$ cat src/rtl/vec_stream_out_if.sv
// Beat handshake bundle for vec_stream_out: payload, lane mask, valid/ready.
// Optional out_last is present only when VEC_STREAM_OUT_LAST_EN is defined.
interface vec_stream_out_if #(
    parameter int BITS  = 8,
    parameter int LANES = 1
);
    logic [LANES*BITS-1:0] out_data;
    logic [LANES-1:0]      out_keep;
    logic                  out_valid;
    logic                  out_ready;
`ifdef VEC_STREAM_OUT_LAST_EN
    logic                  out_last;

    modport master (output out_data, output out_keep, output out_valid, output out_last,
                     input out_ready);
    modport slave  (input out_data, input out_keep, input out_valid, input out_last,
                    output out_ready);
`else
    modport master (output out_data, output out_keep, output out_valid, input out_ready);
    modport slave  (input out_data, input out_keep, input out_valid, output out_ready);
`endif
endinterface

$ cat src/rtl/vec_stream_out.sv
// vec_stream_out: captures a vector of up to N elements on set and streams it
// out LANES elements per beat over a valid/ready handshake.
// Optional feature: VEC_STREAM_OUT_LAST_EN adds out_last on the bus, high on
// the beat holding the final element.
//
// state  | meaning
// IDLE   | waiting for set; outputs quiet, out_count 0
// STREAM | presenting beats; advances on each accepted beat
// FINISH | single-cycle done pulse, then back to IDLE
module vec_stream_out #(
    parameter int BITS  = 8,
    parameter int N     = 64,
    parameter int LANES = 1
) (
    input  logic                clk,
    input  logic                rst,
    input  logic [BITS-1:0]     in [N],
    input  logic [$clog2(N):0]  in_len,
    input  logic                set,
    vec_stream_out_if.master    bus,
    output logic                busy,
    output logic                done,
    output logic [$clog2(N):0]  out_count
);
    localparam int CW = $clog2(N) + 1;
    localparam int IW = (N > 1) ? $clog2(N) : 1;

    typedef enum logic [1:0] {IDLE, STREAM, FINISH} state_t;

    state_t                state;
    state_t                state_next;
    logic [BITS-1:0]       vec_reg [N];
    logic [CW-1:0]         len;
    logic [CW-1:0]         index;
    logic [CW-1:0]         len_clamp;
    logic [CW-1:0]         dec;
    logic [LANES*BITS-1:0] lane_data;
    logic [LANES-1:0]      lane_keep;
    logic                  xfer;

    assign len_clamp = (in_len > CW'(N)) ? CW'(N) : in_len;
    assign xfer      = (state == STREAM) && bus.out_ready;
    assign dec       = CW'($countones(lane_keep));

    // State register.
    always_ff @(posedge clk) begin
        if (rst) state <= IDLE;
        else     state <= state_next;
    end

    // Next-state logic; the beat that empties out_count ends the stream.
    always_comb begin
        state_next = state;
        case (state)
            IDLE:    if (set) state_next = (len_clamp == '0) ? FINISH : STREAM;
            STREAM:  if (xfer && (out_count <= dec)) state_next = FINISH;
            FINISH:  state_next = IDLE;
            default: state_next = IDLE;
        endcase
    end

    // Vector and length capture; deliberately not reset so contents survive rst.
    always_ff @(posedge clk) begin
        if (!rst && (state == IDLE) && set) begin
            vec_reg <= in;
            len     <= len_clamp;
        end
    end

    // Stream position and remaining-element count.
    always_ff @(posedge clk) begin
        if (rst) begin
            index     <= '0;
            out_count <= '0;
        end else if ((state == IDLE) && set) begin
            index     <= '0;
            out_count <= len_clamp;
        end else if (xfer) begin
            index     <= index + CW'(LANES);
            out_count <= (out_count > dec) ? (out_count - dec) : '0;
        end
    end

    // Lane selection: elements index..index+LANES-1, zeroed at or beyond len.
    always_comb begin
        lane_data = '0;
        lane_keep = '0;
        if (state == STREAM) begin
            for (int k = 0; k < LANES; k++) begin
                if (int'(index) + k < int'(len)) begin
                    lane_keep[k]              = 1'b1;
                    lane_data[k*BITS +: BITS] = vec_reg[IW'(int'(index) + k)];
                end
            end
        end
    end

    // Output decode from state.
    always_comb begin
        bus.out_valid = (state == STREAM);
        bus.out_data  = lane_data;
        bus.out_keep  = lane_keep;
        busy          = (state != IDLE);
        done          = (state == FINISH);
`ifdef VEC_STREAM_OUT_LAST_EN
        bus.out_last  = (state == STREAM) && (int'(index) + LANES >= int'(len));
`endif
    end
endmodule

$ cat src/flat_wrapper.sv
// flat-port wrapper written by rule: the top's interface ports become plain ports
module vec_stream_out_flat 
#(
    parameter int BITS  = 8,
    parameter int N     = 64,
    parameter int LANES = 1
)
  (clk, rst, in, in_len, set, busy, done, out_count, bus_out_data, bus_out_keep, bus_out_valid, bus_out_ready);
  vec_stream_out_if #(.BITS(BITS), .LANES(LANES)) bus_i ();
  input  logic clk;
  input  logic rst;
  input  logic [BITS-1:0] in[N];
  input  logic [$clog2(N):0] in_len;
  input  logic set;
  output logic busy;
  output logic done;
  output logic [$clog2(N):0] out_count;
  output wire logic [$bits(bus_i.out_data)-1:0] bus_out_data;
  output wire logic [$bits(bus_i.out_keep)-1:0] bus_out_keep;
  output wire logic [$bits(bus_i.out_valid)-1:0] bus_out_valid;
  input wire logic [$bits(bus_i.out_ready)-1:0] bus_out_ready;
  assign bus_out_data = bus_i.out_data;
  assign bus_out_keep = bus_i.out_keep;
  assign bus_out_valid = bus_i.out_valid;
  assign bus_i.out_ready = bus_out_ready;
  vec_stream_out #(.BITS(BITS), .N(N), .LANES(LANES)) u_core (.clk(clk), .rst(rst), .in(in), .in_len(in_len), .set(set), .bus(bus_i), .busy(busy), .done(done), .out_count(out_count));
endmodule
$ cat config.mk
export PLATFORM = sky130hd
export DESIGN_NAME = vec_stream_out_flat
export DESIGN_NICKNAME = d
export VERILOG_FILES = /design/src/rtl/vec_stream_out_if.sv /design/src/rtl/vec_stream_out.sv /design/src/flat_wrapper.sv
export SDC_FILE = /design/constraint.sdc
export NUM_CORES = 1
export LEC_CHECK = 0
export ABC_AREA = 0
export CORE_MARGIN = 2
export CORE_UTILIZATION = 30
export DETAILED_ROUTE_END_ITERATION = 8
export PLACE_DENSITY = 0.6
export REMOVE_ABC_BUFFERS = 1
export SLEW_MARGIN = 20
export SYNTH_ARGS = -nofsm -noshare
export SYNTH_HDL_FRONTEND = slang
export SYNTH_SLANG_ARGS = --single-unit
$ cat constraint.sdc
create_clock -name clk -period 23.8 [get_ports clk]
set_input_delay 2.38 -clock clk [delete_from_list [all_inputs] [get_ports clk]]
set_output_delay 2.38 -clock clk [all_outputs]
set_load 0.05 [all_outputs]
==> results of run 1 <==
==> stage by stage <==
stage | total power (µW) | instance area, µm² | util (%) | cells | hold slack [ns]
4_1_cts | 2293 | 29410 | 42.22 | 2570 | 0.5124
5_1_grt | 2341 | 29440 | 42.26 | 2580 | 0.5492
6_report | 2265 | 29450 | 42.28 | 2585 | 0.5177
3_5_place_dp | 1311 | 27330 | 39.23 | 2461 | 0.5050
2_1_floorplan | 1235 | 20590 | - | 965 | 0.4631
3_3_place_gp | 1305 | 27330 | 39.23 | 2461 | 0.5050
==> power by group through the flow <==
stage / Clock, µW / Sequential (µW) / Combinational, µW
floorplan: 0 / 1170 / 66.7
global placement: 0 / 1120 / 183
detailed placement: 0 / 1120 / 186
CTS: 1000 / 1110 / 187
global route: 1030 / 1110 / 197
finish: 976 / 1100 / 185
==> final cells by class <==
cell class | count | area, µm²
Timing Repair Buffer | 556 | 5540
Clock inverter | 38 | 536.8
Sequential cell | 535 | 15920
Tap cell | 940 | 1176
Inverter | 13 | 48.80
Fill cell | 6241 | 40210
Antenna cell | 15 | 37.54
Clock buffer | 71 | 1543
Multi-Input combinational cell | 417 | 4652
==> worst reg2reg max path: stages (launching register included) <==
cell     delay [ns]
dfxtp_1        0.35
nor2_1         0.16
nand2_1        0.17
nor2_4         0.67
buf_4          0.84
buf_4          0.81
buf_4          0.89
buf_4          0.82
==> layer usage <==
| metal | track usage (%) | part of all wire, % | vias up |
|---|---|---|---|
| met3 | 3.854 | 6.8 | 101 |
| met4 | 6.066 | 2.8 | 4 |
| met1 | 19.77 | 40 | 6129 |
| li1 | - | - | 5386 |
| met2 | 28.06 | 51 | 414 |
| met5 | 0 | 0.038 | - |
==> layout by cell type, fill, tap and decap left out, types with 9 or more instances in the layout <==
cell type          n
clkbuf_1          11
mux2i_1           41
clkinv_2          10
a211oi_1          10
diode_2           15
inv_1             13
clkdlybuf4s50_1  541
mux4_2           110
clkbuf_16         60
nand3_1           12
a21oi_1           14
bufinv_16         13
nor3_1            17
nor2_1            26
a22oi_1           13
o22ai_1           16
ha_1               9
edfxtp_1         519
dfxtp_1           11
nand2_1           38
nor2b_1           14
buf_4             14
==> path summary, 6_finish.rpt <==
path,to,slack [ns],startpoint
setup reg to reg,u_core.vec_reg[359]$_DFFE_PP_,18.66,u_core.state[0]$_SDFFE_PP0P_
setup / recovery,bus_out_data[5],16.63,u_core.index[1]$_SDFFE_PP0P_
hold reg to reg,u_core.state[1]$_SDFFE_PP0P_,0.52,u_core.state[1]$_SDFFE_PP0P_
hold / removal,u_core.state[1]$_SDFFE_PP0P_,0.52,u_core.state[1]$_SDFFE_PP0P_
==> kinds of logic after synthesis <==
logic type | Yosys count | share of synthesized area [%]
AOI/OAI and AO/OA | 95 | 3.277
xor gates and xnor gates | 7 | 0.2919
buffers and inverters | 65 | 2.216
DFF | 535 | 75.73
and+or+nand+nor | 146 | 3.503
muxes | 160 | 14.45
adders and majority gates | 9 | 0.5362
==> results.py, run 1 <==
metrics = {
    "final_layout": {
        "largest_register_ffs": 512,
        "drive_above_1_share_pct": 14.48,
        "fin_nets": 2114,
        "layout-area-overhead-vs-synth_pct": 40.24,
    },
    "logic_synthesis": {
        "synth_area_leaders": "edfxtp_1, mux4_2, mux2i_1, dfxtp_1, nand2_1",
        "syn_area_um2": 21000,
        "syn_area_per_cell_um2": 20.65,
        "netlist_instances": 1017,
        "synth_cell_types": 59,
        "yosys_warnings": 0,
        "synth_edf_count": 519,
        "ys_seq_area_share_pct": 75.73,
        "yosysTopAreaCellShare_pct": 74.20,
        "synthFlopType": "edfxtp_1",
        "synthTopCellsByCount": "edfxtp_1, mux4_2, mux2i_1",
        "yosys.area.top_type": "edfxtp_1",
        "ys_seq_elements": 535,
        "synth_most_common_cell": "edfxtp_1",
        "async_flop_share_pct": 0,
    },
    "setup_path": {
        "crit_fanout": 62,
        "critical-path-slowest-cell": "buf_4",
        "cp-start-kind": "flop",
        "critPathArrivalTime_ns": 4.79,
        "slowest_delay_ns": 0.86,
        "cp.depth": 7,
        "crit_chain": "buf_4 > mux4_2 > nand2_1 > a21oi_1 > nor4_1 > o22ai_1 > clkdlybuf4s50_1",
        "reg2reg_depth": 7,
        "end_kind": "primary output",
        "cp_top_family": "buffers and inverters",
        "critPathRequiredTime_ns": 21.42,
        "worst-path-buf-inv": 2,
        "crit_type": "flop to primary output",
    },
    "global_routing": {
        "overflow": 0,
        "grt_pass1_wl_um": 84800,
        "track_usage_pct": 16.26,
        "grt_start_max_net_pins": 103,
        "grt_pass1_vias": 12930,
        "antenna_found_initial": 16,
    },
    "timing": {
        "setup_ws_ns": 16.63,
        "skew_ns": 0.01776,
        "setup_viol": 0,
        "finalMaxSlewViolations": 0,
        "rsz0062_at_grt": "false",
        "setup_tns_ns": 0,
        "maxSlewHeadroom_pct": 28.36,
        "max_freq_mhz": 139.5,
        "worst_pin_slew_ns": 1.075,
        "hold_viol": 0,
        "post-route-period-util_pct": 30.13,
        "fin_crit_ns": 7.170,
    },
    "place": {
        "port_buffers": 541,
        "dp_hpwl_um": 42730,
        "place.gp.congestion": 0.7762,
        "pre_cts_slack_ns": 16.08,
    },
    "clock_network": {
        "clock-sinks": 535,
        "post_cts_buffers": 0,
        "cts_htree_levels": 2,
        "clock_latency_ns": 0.61,
        "tritoncts": "done",
        "cts_hold_buf": 0,
        "cts_buffer_depth": 3,
        "path_clk_slew_ns": 0.06,
        "cts.root.buffer_cell": "clkbuf_16",
        "cts_resized": 0,
        "cts-buffers-inserted": 59,
    },
    "power_and_ir_drop": {
        "ir_drop_uv": 73.21,
        "seqPwrFrac_pct": 48.8,
        "powerDensity_nw_per_um2": 76.91,
        "p_leak_uw": 0.009426,
        "clkPwrFrac_pct": 43.1,
        "combinationalPowerShare_pct": 8.2,
        "p_sw_uw": 463.0,
        "p_sw_share_pct": 20.44,
        "p_int_uw": 1802,
    },
    "floorplan": {
        "dieArea_um2": 72140,
        "std_cell_rows": 97,
        "ios": 542,
        "die_y_um": 268.6,
        "initial_core_util_pct": 30.15,
        "die_x_um": 268.6,
        "coreArea_um2": 69660,
    },
    "routing": {
        "first_pass_iters": 5,
        "vias_per_cell": 4.655,
        "vias": 12030,
        "wire_per_inst_um": 23.50,
        "drc": 0,
        "ant_nets": 0,
        "dr.first_iter.drc_count": 831,
        "routed_wl_um": 60760,
    },
    "hold_path": {
        "min_path_type": "flop to flop",
        "hold_path_depth": 1,
    },
    "run": {
        "drv_cap": 0,
    },
    "status": {
        "status": "complete, no violations",
    },
}
Power figures use the tool's default switching activity.
==> run 2: changes to the inputs <==
clock period = 6.35 ns   (was 23.8 ns; I/O delays follow)
==> run 2 against run 1 <==
Clock skew increased by 0.016 ns; largest cell class unchanged; clock power increased to 3.5 times the previous value; setup slack got worse by 15 ns; highest routed layer unchanged; sequential share of layout area increased by 0.13 points; wire length increased by 0.19%; critical path type unchanged; critical endpoint is now bus_out_data[0].
==> results.py, run 2 (synthesis gave the netlist of run 1 again) <==
metrics = {
    "clock_network": {
        "cts.root.buffer_cell": "clkbuf_16",
        "cts-buffers-inserted": 58,
        "cts_resized": 0,
        "tritoncts": "done",
        "cts_hold_buf": 0,
        "clock_latency_ns": 0.62,
        "path_clk_slew_ns": 0.06,
        "post_cts_buffers": 0,
        "cts_htree_levels": 2,
        "clock-sinks": 535,
        "cts_buffer_depth": 3,
    },
    "final_layout": {
        "fin_nets": 2115,
        "largest_register_ffs": 512,
        "layout-area-overhead-vs-synth_pct": 39.90,
        "final_common_cell": "clkdlybuf4s50_1",
        "drive_above_1_share_pct": 14.26,
        "most-common-layout-cells": "clkdlybuf4s50_1, edfxtp_1, mux4_2",
    },
    "routing": {
        "routed_wl_um": 60870,
        "vias": 12000,
        "ant_nets": 0,
        "dr.first_iter.drc_count": 999,
        "vias_per_cell": 4.645,
        "wire_per_inst_um": 23.57,
        "first_pass_iters": 5,
        "drc": 0,
    },
    "floorplan": {
        "ios": 542,
        "coreArea_um2": 69660,
        "die_y_um": 268.6,
        "dieArea_um2": 72140,
        "std_cell_rows": 97,
        "die_x_um": 268.6,
        "initial_core_util_pct": 30.15,
    },
    "timing": {
        "max_freq_mhz": 202.1,
        "hold-worst-slack_ns": 0.5146,
        "fin_crit_ns": 4.948,
        "skew_ns": 0.03392,
        "maxSlewHeadroom_pct": 19.68,
        "rsz0062_at_grt": "false",
        "setup_ws_ns": 1.402,
        "setup_viol": 0,
        "finalMaxSlewViolations": 0,
        "worst_pin_slew_ns": 1.205,
        "post-route-period-util_pct": 77.92,
        "hold_viol": 0,
    },
    "place": {
        "port_buffers": 541,
        "dp_hpwl_um": 43830,
        "pre_cts_slack_ns": 1.921,
        "place.gp.congestion": 0.8046,
    },
    "power_and_ir_drop": {
        "p_leak_uw": 0.009370,
        "ir_drop_uv": 213.5,
        "powerDensity_nw_per_um2": 281.1,
    },
    "setup_path": {
        "crit_path_end": "bus_out_data[0]",
        "r2r_end": "u_core.out_count[2]$_SDFFE_PP0P_",
        "cp-startpoint": "u_core.index[0]$_SDFFE_PP0P_",
        "r2r_setup_slack_ns": 3.00,
        "crit_fanout": 43,
        "critical-path-slowest-cell": "dfxtp_4",
        "cp_top_family": "buffers and inverters",
        "worstReg2RegStart": "u_core.index[1]$_SDFFE_PP0P_",
        "crit_chain": "buf_4 > mux4_2 > nor3_1 > nor4_1 > nor2_1 > o22ai_1 > clkdlybuf4s50_1",
        "critPathRequiredTime_ns": 5.71,
        "worst-path-buf-inv": 2,
        "end_kind": "primary output",
        "cp-start-kind": "flop",
        "reg2reg_depth": 11,
        "cp.depth": 7,
        "crit_type": "flop to primary output",
        "critPathArrivalTime_ns": 4.31,
        "slowest_delay_ns": 0.95,
    },
    "global_routing": {
        "grt_pass1_wl_um": 84120,
        "overflow": 0,
        "track_usage_pct": 16.23,
        "antenna_found_initial": 21,
        "grt_pass1_vias": 12870,
        "grt_start_max_net_pins": 175,
    },
    "status": {
        "status": "complete, no violations",
    },
    "hold_path": {
        "min_path_type": "flop to flop",
    },
    "run": {
        "drv_cap": 0,
    },
}
==> run 2: cell types whose count changed in the layout (fill, tap and decap cells not counted), moves of 3 or more <==
cell,change
clkinv_2,-5
bufinv_16,-5
buf_4,-3
buf_12,+5
==> run 2: worst min path at each step <==
stage                                            start                            end  slack [ns]  depth (start not counted)
after detailed placement  u_core.state[1]$_SDFFE_PP0P_   u_core.state[1]$_SDFFE_PP0P_        0.50                          1
after CTS                 u_core.state[1]$_SDFFE_PP0P_   u_core.state[1]$_SDFFE_PP0P_        0.51                          1
final                     u_core.state[1]$_SDFFE_PP0P_   u_core.state[1]$_SDFFE_PP0P_        0.51                          1
after global routing                           in[433]  u_core.vec_reg[433]$_DFFE_PP_        0.53                          1
after global placement    u_core.state[1]$_SDFFE_PP0P_   u_core.state[1]$_SDFFE_PP0P_        0.49                          1
after floorplan           u_core.state[1]$_SDFFE_PP0P_   u_core.state[1]$_SDFFE_PP0P_        0.46                          1
==> run 2: report_power, final <==
group          total (µW)  internal (µW)  switching [µW]
logic                 697            417             280
clock network        3420           2030            1390
registers            4140           4090            56.6
==> run 2: layout make-up <==
cell class              count  area (µm²)
fillers                  6178       40280
flip-flops and latches    535       15920
repair buffers            558        5618
well taps                 940        1176
clock buffers              70        1516
inverters                  13       48.80
diodes                     16       40.04
clock inverters            34       417.9
multi-input cells         417        4647
==> run 2: stage by stage <==
step                      total power [µW]  instances  instance area (µm²)  setup TNS (ns)  utilization (%)
after floorplan                       4630        965                20590        -8964.75                -
after global routing                  8540       2576                29370               0            42.15
final                                 8259       2583                29380               0            42.18
after global placement                4907       2463                27410               0            39.34
after detailed placement              4921       2463                27410               0            39.34
after CTS                             8363       2567                29340               0            42.12
==> run 2: routing by layer <==
metal / up-vias / track usage, % / wire length (µm)
met3: 108 / 4.868 / 4872
li1: 5397 / - / -
met1: 6031 / 18.77 / 22820
met5: - / 0 / 94
met4: 16 / 6.517 / 1639
met2: 446 / 28.16 / 31450
==> run 2: worst register-to-register path, delay by kind of cell (launching register included) <==
kind | cells | cell delay, ns
DFF | 1 | 0.80
AOI/OAI and AO/OA | 6 | 1.24
adders and majority gates | 2 | 0.66
and+or+nand+nor | 3 | 0.55
==> run 3: changes to the inputs <==
PLACE_DENSITY = 0.58   (was 0.6)
clock period = 4.6 ns   (was 6.35 ns; I/O delays follow)
==> run 3 against run 2 <==
Global-route usage is 0.19 points higher; register-to-register slack worse by 1.4 ns; worst hold slack worse by 0.11 ns; setup slack worse by 0.94 ns; sequential share of layout area is 0.13 points lower; non-clock buffer count is 16 higher; sequential power is 38% higher; wire length is 0.59% higher; combinational power is 42% higher; clock-buffer cell count is 2 lower; critical endpoint is now bus_out_data[3]; largest power group unchanged.
==> results.py, run 3 (synthesis gave the netlist of run 1 again) <==
metrics = {
    "status": {
        "status": "complete, no violations",
    },
    "final_layout": {
        "fin_nets": 2130,
        "largest_register_ffs": 512,
        "final_common_cell": "clkdlybuf4s50_1",
        "most-common-layout-cells": "clkdlybuf4s50_1, edfxtp_1, mux4_2",
        "fillCellCount": 6187,
        "seqCellArea_um2": 15920,
        "layout-area-overhead-vs-synth_pct": 40.24,
        "drive_above_1_share_pct": 15.47,
        "multiInputGateArea_um2": 4647,
    },
    "clock_network": {
        "cts_buffer_depth": 3,
        "cts_hold_buf": 0,
        "cts.root.buffer_cell": "clkbuf_16",
        "clock_latency_ns": 0.60,
        "post_cts_buffers": 0,
        "cts-buffers-inserted": 57,
        "path_clk_slew_ns": 0.06,
        "tritoncts": "done",
        "clock-sinks": 535,
        "cts_resized": 0,
        "cts_htree_levels": 2,
    },
    "timing": {
        "max_freq_mhz": 241.6,
        "setup_viol": 0,
        "hold_viol": 0,
        "worst_pin_slew_ns": 0.9622,
        "hold-worst-slack_ns": 0.4061,
        "finalMaxSlewViolations": 0,
        "rsz0062_at_grt": "false",
        "fin_crit_ns": 4.140,
        "skew_ns": 0.02069,
        "maxSlewHeadroom_pct": 35.85,
        "post-route-period-util_pct": 89.99,
    },
    "power_and_ir_drop": {
        "combinationalPowerShare_pct": 8.8,
        "p_sw_uw": 2369,
        "p_leak_uw": 0.009456,
        "seqPwrFrac_pct": 50.7,
        "clkPwrFrac_pct": 40.5,
        "ir_drop_uv": 306.2,
        "p_int_uw": 8889,
        "p_sw_share_pct": 21.04,
        "powerDensity_nw_per_um2": 382.2,
        "finalPower_uw": 11260,
    },
    "place": {
        "port_buffers": 541,
        "place.gp.congestion": 0.7910,
        "dp_hpwl_um": 45040,
    },
    "routing": {
        "wire_per_inst_um": 23.62,
        "drc": 0,
        "first_pass_iters": 4,
        "dr.first_iter.drc_count": 877,
        "vias_per_cell": 4.665,
        "routed_wl_um": 61230,
        "vias": 12100,
        "ant_nets": 0,
    },
    "setup_path": {
        "crit_fanout": 33,
        "r2r_end": "u_core.out_count[2]$_SDFFE_PP0P_",
        "crit_path_end": "bus_out_data[3]",
        "critical-path-slowest-cell": "dfxtp_4",
        "cp.depth": 6,
        "slowest_delay_ns": 0.78,
        "critPathArrivalTime_ns": 3.68,
        "reg2reg_depth": 11,
        "worst-path-buf-inv": 1,
        "cp-start-kind": "flop",
        "critPathRequiredTime_ns": 4.14,
        "r2r_setup_slack_ns": 1.58,
        "cp_top_family": "flip-flops",
        "cp-startpoint": "u_core.index[0]$_SDFFE_PP0P_",
        "crit_type": "flop to primary output",
        "end_kind": "primary output",
        "worstReg2RegStart": "u_core.index[0]$_SDFFE_PP0P_",
        "crit_chain": "mux4_2 > nor2b_1 > a2111oi_0 > or3_1 > nor4b_2 > clkdlybuf4s50_1",
    },
    "floorplan": {
        "die_x_um": 268.6,
        "std_cell_rows": 97,
        "coreArea_um2": 69660,
        "initial_core_util_pct": 30.15,
        "die_y_um": 268.6,
        "dieArea_um2": 72140,
        "ios": 542,
    },
    "global_routing": {
        "grt_start_max_net_pins": 159,
        "antenna_found_initial": 15,
        "grt-busiest-layer": "met2",
        "use_met2_pct": 28.91,
        "met1_usage_pct": 19.57,
        "overflow": 0,
        "grt_pass1_wl_um": 85090,
        "gr-usage-met3_pct": 4.091,
        "track_usage_pct": 16.42,
        "grt_pass1_vias": 12990,
    },
    "hold_path": {
        "min_path_type": "input pin to flop",
    },
    "run": {
        "drv_cap": 0,
    },
}
[run 3: cell count changes in the layout (fill, tap and decap cells not counted)]
cell             change
diode_2              -5
buf_4               +17
clkinvlp_4           -3
inv_6                -1
buf_12               +5
clkinv_16            -1
bufinv_16            -2
clkbuf_16            -1
clkinv_4             +2
clkbuf_8             +2
clkinv_2             +4
clkbuf_1             -3
clkinv_1             +2
clkdlybuf4s50_1      -6
[run 3: worst min-delay path by stage]
stage,start,endpoint,slack [ns],cells past startpoint
global route,in[183],u_core.vec_reg[183]$_DFFE_PP_,0.37,1
detailed placement,u_core.index[6]$_SDFFE_PP0P_,u_core.index[6]$_SDFFE_PP0P_,0.51,2
global placement,u_core.state[1]$_SDFFE_PP0P_,u_core.state[1]$_SDFFE_PP0P_,0.49,1
CTS,in[121],u_core.vec_reg[121]$_DFFE_PP_,0.36,1
finish,in[183],u_core.vec_reg[183]$_DFFE_PP_,0.41,1
floorplan,u_core.state[1]$_SDFFE_PP0P_,u_core.state[1]$_SDFFE_PP0P_,0.46,1
[run 3: power by group through the flow]
stage | registers [µW] | clock network, µW | logic, µW
after floorplan | 6050 | 0 | 345
after global placement | 5810 | 0 | 991
after detailed placement | 5820 | 0 | 1000
after CTS | 5720 | 4670 | 1010
after global routing | 5730 | 4860 | 1050
final | 5710 | 4560 | 989
[run 3: final cells by class]
class	count	share of cell area (%)
flip-flops and latches	535	54.05
repair buffers	574	19.64
multi-input cells	417	15.78
clock buffers	68	5.119
well taps	940	3.993
clock inverters	35	1.160
inverters	13	0.1657
diodes	11	0.09346
[run 3: worst register-to-register path, cell delays in order (launching register included)]
cell and delay [ns]:
dfxtp_4 0.78, nor2b_1 0.13, o21ai_1 0.19, a31oi_2 0.10
buf_4 0.15, and2_1 0.20, ha_1 0.33, nor2_1 0.15
o31a_1 0.33, a21oi_1 0.11, a311o_1 0.31, a21oi_1 0.15
[run 3: per-layer routing]
metal  routed length (µm)  part of all wire [%]  vias to the layer above
li1                     -                     -                     5420
met2                32130                    52                      419
met5                   77                  0.13                        -
met3                 4324                   7.1                      102
met1                23220                    38                     6143
met4                 1485                   2.4                       12
[run 3: through the flow]
| step | util, % | setup slack [ns] | cells | area [µm²] | setup TNS [ns] |
|---|---|---|---|---|---|
| after CTS | 42.24 | 0.3270 | 2582 | 29430 | 0 |
| after detailed placement | 39.58 | 0.9837 | 2479 | 27580 | 0 |
| final | 42.28 | 0.4603 | 2593 | 29450 | 0 |
| after global routing | 42.27 | 0.2260 | 2590 | 29450 | 0 |
| after floorplan | - | -18.87 | 965 | 20590 | -9841.96 |
| after global placement | 39.58 | 1.055 | 2479 | 27580 | 0 |
